<file path="config.mk">
export PLATFORM = sky130hd
export DESIGN_NAME = delayfixed_fall_dig
export DESIGN_NICKNAME = d
export VERILOG_FILES = /design/src/rtl/delayfixed_fall_dig.sv
export SDC_FILE = /design/constraint.sdc
export NUM_CORES = 1
export LEC_CHECK = 0
export ABC_AREA = 1
export BUFFER_PORTS_ARGS = -buffer_cell sky130_fd_sc_hd__buf_2
export CORE_AREA = 4 4 41 43
export CTS_CLUSTER_SIZE = 14
export DETAILED_ROUTE_END_ITERATION = 6
export DIE_AREA = 0 0 45 47
export SLEW_MARGIN = 20
export SYNTH_ARGS = -nofsm -noshare
export SYNTH_HDL_FRONTEND = slang
export SYNTH_SLANG_ARGS = --single-unit
</file>
<file path="constraint.sdc">
create_clock -name clk -period 3.5 [get_ports clk]
set_input_delay 0.525 -clock clk [delete_from_list [all_inputs] [get_ports clk]]
set_output_delay 0.525 -clock clk [all_outputs]
set_load 0.02 [all_outputs]
</file>
<file path="src/rtl/delayfixed_fall_dig.sv">
// Delayed-fall level follower: rising edges of i pass with synchroniser latency only,
// falling edges are held off until i has been low for DELAY_CYCLES consecutive clocks.
// Latency: rise SYNC_STAGES+1 edges, fall SYNC_STAGES+DELAY_CYCLES edges; no backpressure.
module delayfixed_fall_dig #(
    parameter int DELAY_CYCLES = 10,
    parameter int SYNC_STAGES  = 2,
    localparam int CNT_W       = $clog2(DELAY_CYCLES)
) (
    input  logic clk,
    input  logic rst,
    input  logic CELV,
    input  logic CELG,
    input  logic CELSUB,
    input  logic i,
    output logic o,
    output logic busy,
    output logic fall_pulse
);

    // The hold-off needs at least two low samples to mean anything, and a
    // single flop is not a synchroniser; refuse to build either case.
    if (DELAY_CYCLES < 2) begin : g_bad_delay
        $error("delayfixed_fall_dig: DELAY_CYCLES must be >= 2");
    end
    if (SYNC_STAGES < 2) begin : g_bad_sync
        $error("delayfixed_fall_dig: SYNC_STAGES must be >= 2");
    end

    // Supply/ground/substrate pins exist only so the cell drops into the
    // analog symbol flow; they carry no logic function.
    logic unused_supply;
    assign unused_supply = CELV ^ CELG ^ CELSUB;

    typedef enum logic [1:0] {
        ST_LOW   = 2'd0,
        ST_HIGH  = 2'd1,
        ST_COUNT = 2'd2
    } state_t;

    // Value of cnt on the edge that completes the DELAY_CYCLES-th low sample.
    localparam logic [CNT_W-1:0] CNT_LAST = CNT_W'(DELAY_CYCLES - 1);
    localparam logic [CNT_W-1:0] CNT_ONE  = CNT_W'(1);

    logic [SYNC_STAGES-1:0] sync_q;
    logic                   i_s;
    state_t                 state;
    logic [CNT_W-1:0]       cnt;

    // Synchroniser chain on the asynchronous input; nothing else looks at i.
    always_ff @(posedge clk) begin
        if (rst) begin
            sync_q <= '0;
        end else begin
            sync_q <= {sync_q[SYNC_STAGES-2:0], i};
        end
    end

    assign i_s = sync_q[SYNC_STAGES-1];

    // Hold-off FSM with registered outputs; an aborted count just returns to
    // HIGH so o never glitches, and an unreachable encoding falls back to LOW.
    always_ff @(posedge clk) begin
        if (rst) begin
            state      <= ST_LOW;
            cnt        <= '0;
            o          <= 1'b0;
            busy       <= 1'b0;
            fall_pulse <= 1'b0;
        end else begin
            fall_pulse <= 1'b0;
            case (state)
                ST_LOW: begin
                    o    <= 1'b0;
                    busy <= 1'b0;
                    cnt  <= '0;
                    if (i_s) begin
                        state <= ST_HIGH;
                        o     <= 1'b1;
                    end
                end
                ST_HIGH: begin
                    o    <= 1'b1;
                    busy <= 1'b0;
                    cnt  <= '0;
                    if (!i_s) begin
                        // This edge is the first low sample, so count starts at 1.
                        state <= ST_COUNT;
                        cnt   <= CNT_ONE;
                        busy  <= 1'b1;
                    end
                end
                ST_COUNT: begin
                    if (i_s) begin
                        state <= ST_HIGH;
                        cnt   <= '0;
                        busy  <= 1'b0;
                        o     <= 1'b1;
                    end else if (cnt == CNT_LAST) begin
                        state      <= ST_LOW;
                        cnt        <= '0;
                        o          <= 1'b0;
                        busy       <= 1'b0;
                        fall_pulse <= 1'b1;
                    end else begin
                        cnt  <= cnt + CNT_ONE;
                        o    <= 1'b1;
                        busy <= 1'b1;
                    end
                end
                default: begin
                    state <= ST_LOW;
                    cnt   <= '0;
                    o     <= 1'b0;
                    busy  <= 1'b0;
                end
            endcase
        end
    end

endmodule

</file>
==> results of run 1 <==
cell usage after synthesis, drive strengths merged:
library cell,number,area [sq um]
a21oi,3,15.0
a31oi,1,6.26
dfxtp,11,220
ha,7,87.6
inv,14,52.6
nand2,13,51.3
nand3,6,30.0
nand3b,1,7.51
nor2,9,36.3
nor4,1,6.26
xnor2,1,8.76
xor2,1,8.76
routing by layer:
metal / up-vias / GRT usage, %
li1: 226 / -
met1: 173 / 10.6
met2: 7 / 15.0
met3: 2 / 5.75
met4: 0 / 7.02
met5: - / 0
per-stage QoR:
step / cell area [sq um] / hold WS, ns / utilization (%)
after floorplan: 531 / 0.388 / -
after global placement: 574 / 0.395 / 44.1
after detailed placement: 574 / 0.396 / 44.1
after CTS: 602 / 0.407 / 46.3
after global routing: 602 / 0.429 / 46.3
final: 602 / 0.404 / 46.3
power by group through the flow:
stage / combinational [mW] / clock, mW / sequential (mW)
finish: 0.129 / 0.0823 / 0.157
global placement: 0.130 / 0 / 0.160
floorplan: 0.0986 / 0 / 0.165
global route: 0.153 / 0.0973 / 0.159
CTS: 0.131 / 0.0879 / 0.157
detailed placement: 0.131 / 0 / 0.160
worst max-delay path: stages (launching register included):
cell and delay [ns]:
sky130_fd_sc_hd__dfxtp_1 0.41, sky130_fd_sc_hd__inv_1 0.09, sky130_fd_sc_hd__ha_1 0.28, sky130_fd_sc_hd__inv_1 0.04, sky130_fd_sc_hd__nor2_1 0.15, sky130_fd_sc_hd__nand3_1 0.17
sky130_fd_sc_hd__nor2_1 0.14
placed cells by master, fill, tap and decap left out:
cell / instances
sky130_fd_sc_hd__nor4_1: 1
sky130_fd_sc_hd__ha_1: 7
sky130_fd_sc_hd__nand2_2: 1
sky130_fd_sc_hd__nor2_2: 1
sky130_fd_sc_hd__xor2_1: 1
sky130_fd_sc_hd__buf_2: 5
sky130_fd_sc_hd__clkbuf_4: 3
sky130_fd_sc_hd__a31oi_1: 1
sky130_fd_sc_hd__nand3_1: 6
sky130_fd_sc_hd__nand2_1: 12
sky130_fd_sc_hd__inv_1: 13
sky130_fd_sc_hd__nor2_1: 8
sky130_fd_sc_hd__nand3b_1: 1
sky130_fd_sc_hd__clkinv_2: 1
sky130_fd_sc_hd__xnor2_1: 1
sky130_fd_sc_hd__inv_2: 1
sky130_fd_sc_hd__dfxtp_1: 11
sky130_fd_sc_hd__a21oi_1: 3
final timing paths:
kind	from	to	depth (start not counted)	slack (ns)
min reg2reg	sync_q[0]$_SDFF_PP0_	sync_q[1]$_SDFF_PP0_	2	0.40
max	state[0]$_SDFFE_PP0P_	cnt[3]$_SDFF_PP0_	6	2.16
max reg2reg	state[0]$_SDFFE_PP0P_	cnt[3]$_SDFF_PP0_	6	2.16
min	sync_q[0]$_SDFF_PP0_	sync_q[1]$_SDFF_PP0_	2	0.40
flip-flops by register name (all words and copies together) (netlist names):
register and count:
state 2, cnt 4, busy 1, fall_pulse 1
sync_q 2, o 1
cell families (layout without fill, tap and decap cells):
group	Yosys count	after routing	share of synthesized area, %
xor gates and xnor gates	2	2	3.30
buffers and inverters	14	23	9.91
AOI/OAI and AO/OA	4	4	4.01
and+or+nand+nor	30	30	24.8
adders and majority gates	7	7	16.5
DFF	11	11	41.5
area by class of cell:
cell class,instances,area share [%]
Timing Repair Buffer,5,4.16
Clock buffer,3,3.74
Sequential cell,11,36.6
Inverter,14,8.73
Tap cell,15,3.12
Clock inverter,1,0.832
Multi-Input combinational cell,43,42.8
==> run summary, run 1 <==
The synthesized netlist occupies a cell area of 531 sq um. The largest net degree at the start of global routing came out at 8. The sequential cell area in the final layout is 220 sq um. The switching power came out at about 0.13 mW. The largest vdd supply drop is 292 uV. The overall routed net length is 774 um.

The total power density per cell area came out at 612 mW/mm^2. The number of maximum-capacitance violations is 0. The hold violation count in the final report came out at 0. The fraction of power consumed by the clock network is 22.4%.

The detailed router finished its first iteration with 0 violations. Data on the critical path is required at its endpoint by 3.70 ns. Fill cells in the final layout number 143. The number of antenna diodes in the final layout is 0. The area of the die is 0.00212 sq mm. Measured against its own limit, the worst slew margin works out to 84.4%. The number of placed cells counting well taps came out at 88. The detailed-router iteration count before antenna repair is 1. The layout cell share with drive strength beyond 1 came out at 15.6%. The total DRC errors in the routed layout is 0. During placement, the flow inserted port buffers numbering 5. The final critical path takes up 38.2% of the cycle. The total power consumption of the routed design came out at 0.368 mW. The via count of the first global-routing pass is approximately 360. The sequential-to-total area share from yosys stat is about two fifths. For the pin with the worst max-slew slack, the measured transition is roughly 0.23 ns. Setup violations remaining at the end of the flow were counted as 0. After detailed routing, the met3 layer carries 47 um of wire. The setup slack at placement came out at 2.17 ns.

The detailed-placement wirelength estimate came out at 620 um. The post-CTS resize count is 0. After detailed routing, the number of vias per cell comes to roughly 4.4. The data arrival time of the worst path is 1.53 ns. For this run, the top clock speed supported by timing is 0.748 GHz. The row count came out at 13. The number of distinct library cell variants in the gate-level netlist after synthesis came out at 15.

The initial core utilization came out at 40.8%. The number of standard cells in the layout, taps in and fillers out is 92. The remaining global-route overflow came out at 0.

For this design, the CTS-stage hold fixing added 0 buffers. Counting along the longest clock path gives a buffer depth of 2. In the final timing run, aggregate negative setup slack is 0 ns. The reported leakage power came out at slightly below 0.3 nW. The final critical-path required period is between 1 and 1.5 ns. The worst setup skew after layout came out at 0.00529 ns. The wire length on met2 is about 340 um. Clock-pin slew was measured on the worst setup and hold paths at 0.07 ns.

The clock root buffer is sky130_fd_sc_hd__clkbuf_4. The switching share of power came out at 36.2%. The sequential group share of total power is 42.7%.

The cell count after synthesis came out at 68. The uppermost metal layer occupied by signal nets is met4. The worst-skew pair later-pin latency is 0.26 ns. In the final layout, the multi-input gates occupy between 200 and 300 sq um.

For this block, wires on met1 add up to 373 um. The synthesized design contains 11 register bits. The run finished with clean final reports. The number of nets at the end of the flow came out at 91. The number of setup buffers added after CTS is 0.

The total internal power is 0.235 mW. Counting the buffers created by CTS gives 3. The number of placed I/O pins is 9. The top fanout value on the critical path is 5. The die outline height came out at 47 um.

From synthesis to final layout, the design area changed by 13.4%. The global placement routability congestion came out at 0.774. The type of the worst setup path is reg2reg.

The initial antenna violation count came out at 0. The number of nets in the synthesized netlist is 81. The per-instance average area after synthesis is 7.80 sq um. The mean routed wirelength per cell is 8.41 um. STA classifies the critical path endpoint as a register.

Setup repair after global routing left no endpoint under its margin. After layout, the worst setup slack is approximately 2.2 ns. The class of the most critical hold timing path is reg2reg. The clock sink total came out at 11. Global routing used about a tenth of the available tracks. Summing over every cut layer, the via total after detailed routing is 408. The wire length of the first global-routing pass is 1410 um. The die span in x is 45 um. In this run, the combinational gates consume between 30% and 40% of the power. The number of H-tree branching levels is 1.

The number of max-slew violations in the final report came out at 0. The core footprint came out at 0.00130 sq mm. The Yosys warning count is 0. The number of nets with antenna violations after routing is 0. The clock tree from TritonCTS is built. The startpoint type of the worst setup path is a register.
Note: power is estimated with default switching activity, not from simulation.
==> inputs of run 2 (changes only) <==
- clock period: 3.5 -> 1.23 ns (I/O delays scaled with it)
==> run summary, run 2 (synthesis gave the netlist of run 1 again) <==
The met1 layer usage reported by global route is 10.6%. The floorplan has 13 rows. Clock tree synthesis selected as its root buffer the cell sky130_fd_sc_hd__clkbuf_4. The via count of the first global-routing pass was 421.

The hold violation count in the final report is 0. After clock tree synthesis, the clock-pin slew on the worst setup and hold paths is 0.07 ns. The endpoint required time on the critical path is ~1.4 ns.

The area of the die came out at 0.00212 sq mm. In this run switching power makes up a little under two fifths of total power. The utilization after layout came out at 54.0%. Once the floorplan was initialized, standard cells occupied 40.8% of the core. The number of vias per cell came out at 4.57. The number of stages on the worst hold path came out at 3. The number of CTS-inserted buffers is 3. The number of placed instances, taps included, is between 90 and 100.

The clock period could shrink to 1.14 ns. The total power density per cell area is 1840 mW/mm^2. Timing would allow up to 0.875 GHz. The sequential group share of total power came out at between 30% and 40%. The number of flip-flops under the largest register name came out at 4. For this run, global-route usage on met2 was measured as around 18%. The total internal power is slightly above 0.8 mW. The clock tree from TritonCTS is built. STA classifies the critical path startpoint as a register. The buffer levels on the longest clock path is 2. In the final layout, the registers with the most flip-flops are cnt x4, state x2, sync_q x2. Setup repair after global routing could not meet its margin everywhere. The post-cts hold buffer count is 0. The clock drives 11 sinks.

The transition at the pin with the smallest max-transition slack is 0.265 ns. The final layout contains 96 nets. The part of the cycle the worst path needs is 93.0%. Max-cap violations in this run came to 0. The die is 47 um tall. The total DRC errors in the routed layout is 0. The first TritonRoute pass finished after 3 iterations. The normalized max-slew margin came out at 82.3%. The post-CTS setup buffer count came out at 0. The switching power came out at ~0.48 mW.

Once detail routing completed, the nets flagged for antenna violations numbered 0. Ranked by flip-flop count, first place goes to cnt. The fraction of power consumed by the clock network came out at 18.6%. For this run the aggregate overflow at the end of global routing stands at 0. The number of max-slew violations in the final report is 0. The overall routed net length is approximately 920 um. The relative contribution of combinational cells to total power came out at 45.8%. The largest vdd supply drop came out at 808 uV. The number of placed I/O pins came out at 9.

In this run the horizontal extent of the chip is about 45 um. The wire length of the first global-routing pass came out at 1580 um. The data arrival time of the worst path came out at 1.36 ns. The worst-skew pair later-pin latency came out at 0.26 ns. The largest net degree at the start of global routing came out at 7. The worst hold path belongs to the class in2reg.

The most common cell after layout, fill and taps aside is sky130_fd_sc_hd__nand2_1. The total setup violations reported at the end of the flow came out at 0. From synthesis to final layout, the design area changed by 32.5%.

CTS built an H-tree with a depth of 1. Across all layers, the routed design uses 443 vias. For this run, the number of standard cells in the final layout without fillers is a little under 100.

In the layout the commonest cells are 11 x sky130_fd_sc_hd__nand2_1, 9 x sky130_fd_sc_hd__inv_1, 9 x sky130_fd_sc_hd__dfxtp_1, 7 x sky130_fd_sc_hd__nor2_1. The count of port buffers added during placement came out at 5. The initial antenna violation count came out at 0. Of the cells placed in the final design, the portion with a size suffix greater than 1 is between 30% and 40%. The number of diodes added for antenna fixing is 0.

The worst-path cell with the longest stage delay is sky130_fd_sc_hd__dfxtp_4. The mean routed wirelength per cell is 9.45 um. In the global route stage, overall resource usage came out at 10.6%. Global routing consumed, on the met3 layer, 7.28% of the routing resources. The first-iteration detailed-routing DRC count came out at 3.

The detailed-placement wirelength estimate came out at 695 um. The reported leakage power is approximately 0.32 nW. The core footprint came out at 0.00130 sq mm.

The largest single stage delay on the critical path is roughly 0.38 ns. The worst setup skew after layout came out at 0.000275 ns. Walking the worst path, the cells encountered are inv_4, ha_4, inv_2, nor2_4, buf_4, nand3b_1, nand2_1.

Of all nets on the critical path, the largest fanout is 3. The logic depth of the worst register-to-register path came out at 7. The worst setup path is of the reg2reg kind.

The run finished with clean final reports. The global placement routability congestion came out at about 0.84. After global routing, the most crowded layer is met2.

The kind of end point of the critical path is a register.
## run 2: area by class of cell
type,instances,area [sq um]
Inverter,14,55.1
Sequential cell,11,225
Timing Repair Buffer,10,62.6
Multi-Input combinational cell,43,315
Fill cell,131,598
Clock buffer,4,26.3
Tap cell,15,18.8
## run 2: routing by layer
metal | vias up | routed length (um)
li1 | 236 | -
met1 | 200 | 400
met2 | 7 | 450
met3 | 0 | 65
met4 | 0 | 0
met5 | - | 0
## run 2: repair_timing
action                     4_1_cts  5_1_grt
setup endpoints to repair        1        7
gates resized for setup          0       19
pin swaps                        0        5
## run 2: path summary, 6_finish.rpt
path / slack, ns / to / from
setup / recovery: 0.09 / cnt[0]$_SDFF_PP0_ / state[1]$_SDFFE_PP0P_
hold / removal: 0.12 / sync_q[0]$_SDFF_PP0_ / i
setup reg to reg: 0.09 / cnt[0]$_SDFF_PP0_ / state[1]$_SDFFE_PP0P_
hold reg to reg: 0.40 / sync_q[1]$_SDFF_PP0_ / sync_q[0]$_SDFF_PP0_
## run 2: worst max-delay path: cells and delay by family (launching register included)
family / cells / cell delay [ns]
flops: 1 / 0.38
simple gates: 3 / 0.24
fa+ha+maj: 1 / 0.25
buf+inv: 3 / 0.21
## run 2: through the flow
stage	power (mW)	TNS (ns)	setup WS [ns]	hold slack (ns)	instance area, sq um
final	1.29	0	0.0866	0.117	703
after global routing	1.42	-0.00316	-0.00316	0.144	703
after CTS	1.17	-0.00326	-0.00326	0.112	638
after detailed placement	0.919	0	0.0184	0.396	612
after global placement	0.911	0	0.0219	0.390	612
after floorplan	0.750	0	0.0588	0.256	531
## run 2: power groups by stage
stage	logic (mW)	clock network, mW	registers, mW
floorplan	0.281	0	0.469
global route	0.686	0.265	0.468
detailed placement	0.478	0	0.441
finish	0.593	0.241	0.460
CTS	0.479	0.254	0.433
global placement	0.470	0	0.441
==> inputs of run 3 (changes only) <==
- ABC_AREA: 1 -> 0
==> run summary, run 3 <==
The number of CTS-inserted buffers came out at 3. The xor-xnor portion of the synthesized cell area is between 3 and 4%. The sequential-to-total area share from yosys stat is between 40% and 50%. The initial antenna violation count is 0.

The die span in x came out at roughly 45 um. The compound-gate portion of the synthesized area is 9.16%. The mean routed wirelength per cell is 11.2 um.

Yosys mapped the design onto 20 distinct sky130hd cell types. Synthesis produced a netlist whose cell count is 52. The largest vdd supply drop is 1010 uV. The clock input transition at the sequential cells of the worst setup and hold paths is 0.07 ns. In the post-synthesis netlist, the cell with the most instances is sky130_fd_sc_hd__dfxtp_1. The area of the mapped netlist is 519 sq um. After synthesis, the cell types taking the most area are sky130_fd_sc_hd__dfxtp_1 42%, sky130_fd_sc_hd__ha_1 17%, sky130_fd_sc_hd__a21oi_1 3.9%, sky130_fd_sc_hd__nand2b_1 3.6%, sky130_fd_sc_hd__nor2_1 3.6%.

The worst hold path begins at i. The clock sink total came out at 11. In this run the clock root is driven by a sky130_fd_sc_hd__clkbuf_4.

The buffer levels on the longest clock path came out at 2. The via count of the first global-routing pass is 403. The worst setup skew after layout is roughly 0.0012 ns.

Max-cap violations in this run came to 0. The transition at the pin with the smallest max-transition slack is between 0.3 and 0.4 ns. Counting both buffers and inverters, the worst setup path holds a total of 2. In this run the count of I/O pins placed on the die edge is 9.

The detailed-placement wirelength estimate is 778 um. The synthesized design contains 11 register bits. Setup repair after global routing could not meet its margin everywhere. The largest net degree at the start of global routing came out at 10. The remaining global-route overflow is 0. In this run the remaining antenna-violating nets after routing total 0. Walking the worst path, the cells encountered are inv_2, ha_4, nand3b_1, a221oi_4, buf_4, mux2i_2.

The number of stages on the worst hold path is 2. The total via count after detailed routing is roughly 420. The combinational family with the most area after synthesis is simple AND/OR/NAND/NOR gates. The worst-skew pair later-pin latency came out at 0.26 ns. The total power density per cell area is 1730 mW/mm^2. In this run the static leakage power is about 0.32 nW. The initial utilization of the core area, before any placement, comes to between 30% and 40%. The hold violation count in the final report came out at 0. The type of the worst setup path is reg2reg.

The top cell type by area accounts for 42.4% of the synthesized area. The final-layout setup total negative slack came out at -0.411 ns. The wire length of the first global-routing pass came out at ~1600 um.

The endpoint required time on the critical path came out at 1.41 ns. The register with the most flip-flops in the layout has 4 of them. The number of vias per cell came out at 4.64. STA classifies the critical path startpoint as a register.

The finished layout holds 90 standard cells, fillers aside. The global-route usage over all layers is 10.9%. The worst hold path terminates at sync_q[0]$_SDFF_PP0_.

The overall routed net length came out at 1010 um. Grouping stages by cell kind, the critical path spends the most delay in compound AO/OA/AOI/OAI gates. The run finished, with violations left. In the final layout, the registers with the most flip-flops are cnt x4, state x2, sync_q x2.

The layer carrying the most global-route usage is met2. The met1 layer usage reported by global route is 10.6%. The worst register-to-register path ends at state[1]$_SDFFE_PP0P_. Leaving out fill and tap cells, the most frequent cells in the layout are 12 x sky130_fd_sc_hd__buf_4, 7 x sky130_fd_sc_hd__dfxtp_1, 5 x sky130_fd_sc_hd__nor2_1, 5 x sky130_fd_sc_hd__buf_2. The proportion of synthesized flip-flops having asynchronous set or reset is 0%. The number of nets at the end of the flow came out at 89. In the routed design, unresolved DRC markers number 0. The normalized max-slew margin came out at about 80%.

The library cell used most frequently in the layout, excluding fill and tap cells, is sky130_fd_sc_hd__buf_4. Ranked by flip-flop count, first place goes to cnt. The number of synthesized flops with an enable pin is 0.

The worst setup path is captured at a register. Of the available clock period, the critical path in the final layout requires 118%. The final critical-path required period came out at 1.45 ns. The leading register cell type out of synthesis is sky130_fd_sc_hd__dfxtp_1. The slowest stage of the critical path is the sky130_fd_sc_hd__a221oi_4 cell.

Global routing used 19.8% of the available met2 tracks. The per-instance average area after synthesis came out at 9.99 sq um. Along the worst path, the maximum fanout reaches 2. The global placement routability congestion came out at roughly 0.7. The biggest area contributor in the post-synthesis netlist is sky130_fd_sc_hd__dfxtp_1. The area of the die came out at 0.00212 sq mm. Relative to the synthesized area, the layout overhead comes to 51.1%. In the synthesized netlist, the cells that appear most often are 11 x sky130_fd_sc_hd__dfxtp_1, 7 x sky130_fd_sc_hd__ha_1, 5 x sky130_fd_sc_hd__nor2_1. The number of placed cells counting well taps is 85. The first-iteration detailed-routing DRC count came out at 3. The Yosys warning count is 0. The row count is 13.

The floorplan step set the die height to 47 um. The number of H-tree branching levels is 1. The number of diodes added for antenna fixing is 0. The share of synthesized cell area in full adder, half adder and majority cells came out at ~17%. The fmax is 0.690 GHz. The number of max-slew violations in the final report is 0. The layout cell share with drive strength beyond 1 is 50.7%. The startpoint of the lowest-slack register-to-register path is cnt[1]$_SDFF_PP0_.

The post-cts hold buffer count came out at 0. The count of port buffers added during placement came out at 5. The data arrival time of the worst path is 1.63 ns.

The final reports fail on setup timing. The mux contribution to synthesized area is 4.10%. The setup slack of the worst register-to-register path came out at -0.22 ns. The basic-gate share of the synthesized area counting and, or, nand and nor cells is between 20% and 30%.

The detailed-router iteration count before antenna repair came out at 2. The total nets after synthesis is 65. After layout, the worst setup slack is -0.220 ns. TritonCTS built the clock tree. On the worst path, the slowest cell contributes a delay of 0.34 ns. The met3 demand-to-capacity share in global routing came out at under 10%.

The number of cells on the worst reg-to-reg path is 6. The total setup violations reported at the end of the flow came out at 2. The min-delay analysis places its worst path in the category in2reg. The core region is 0.00130 sq mm.
==> run 3: cell types whose count changed after synthesis, moves of 2 or more <==
cell                       previous run  this run
sky130_fd_sc_hd__nand2_1             12         0
sky130_fd_sc_hd__inv_1               13         4
sky130_fd_sc_hd__nand3_1              6         1
sky130_fd_sc_hd__nand2b_1             0         3
sky130_fd_sc_hd__nor2_1               8         5
sky130_fd_sc_hd__nor2b_1              0         3
sky130_fd_sc_hd__nor3_1               0         2
==> run 3: cell type report <==
class                      count  area [sq um]
fill                         117           517
multi-input combinational     37           352
sequential                    11           230
timing repair buffer          19           138
clock buffer                   4          26.3
inverter                       4          20.0
tap                           15          18.8
==> run 3: cell families after synthesis <==
group                    count (synthesis)
AO/OA/AOI/OAI                            7
XOR/XNOR                                 2
adder cells (fa/ha/maj)                  7
buffers and inverters                    4
flip-flops                              11
multiplexers                             2
AND/OR/NAND/NOR                         19
==> run 3: power breakdown <==
group          internal [mW]  leakage [nW]  switching (mW)
logic                  0.374         0.218           0.280
clock network          0.125        0.0150           0.117
registers              0.418        0.0919          0.0459
==> run 3: per-layer routing <==
metal	up-vias	share of wire (%)
met2	6	52
li1	219	-
met1	189	42
met5	-	0
met3	4	3.3
met4	0	2.3
==> run 3: what timing repair did <==
action | 4_1_cts | 5_1_grt
endpoints found under the setup margin | 2 | 7
pin swaps | 0 | 4
gates resized for setup | 1 | 16
setup buffers | 0 | 1
endpoints found under the hold margin | 0 | 0
==> run 3: worst max-delay path by stage <==
stage	startpoint	endpoint	slack, ns	cells after the start
4_1_cts	state[0]$_SDFFE_PP0P_	state[0]$_SDFFE_PP0P_	-0.22	5
3_5_place_dp	state[1]$_SDFFE_PP0P_	state[0]$_SDFFE_PP0P_	-0.22	5
3_3_place_gp	state[1]$_SDFFE_PP0P_	state[0]$_SDFFE_PP0P_	-0.20	5
6_report	cnt[1]$_SDFF_PP0_	state[1]$_SDFFE_PP0P_	-0.22	6
2_1_floorplan	state[0]$_SDFFE_PP0P_	state[0]$_SDFFE_PP0P_	-0.18	5
5_1_grt	cnt[1]$_SDFF_PP0_	state[1]$_SDFFE_PP0P_	-0.32	6
==> run 3: per-stage QoR <==
stage	hold WS [ns]	total power [mW]	utilization (%)	instance area (sq um)	setup WS, ns
3_3_place_gp	0.408	0.987	52.6	684	-0.196
3_5_place_dp	0.410	1.00	52.6	684	-0.219
2_1_floorplan	0.256	0.759	-	543	-0.180
6_report	0.132	1.36	60.3	785	-0.220
5_1_grt	0.174	1.46	60.3	785	-0.323
4_1_cts	0.132	1.25	54.8	713	-0.222
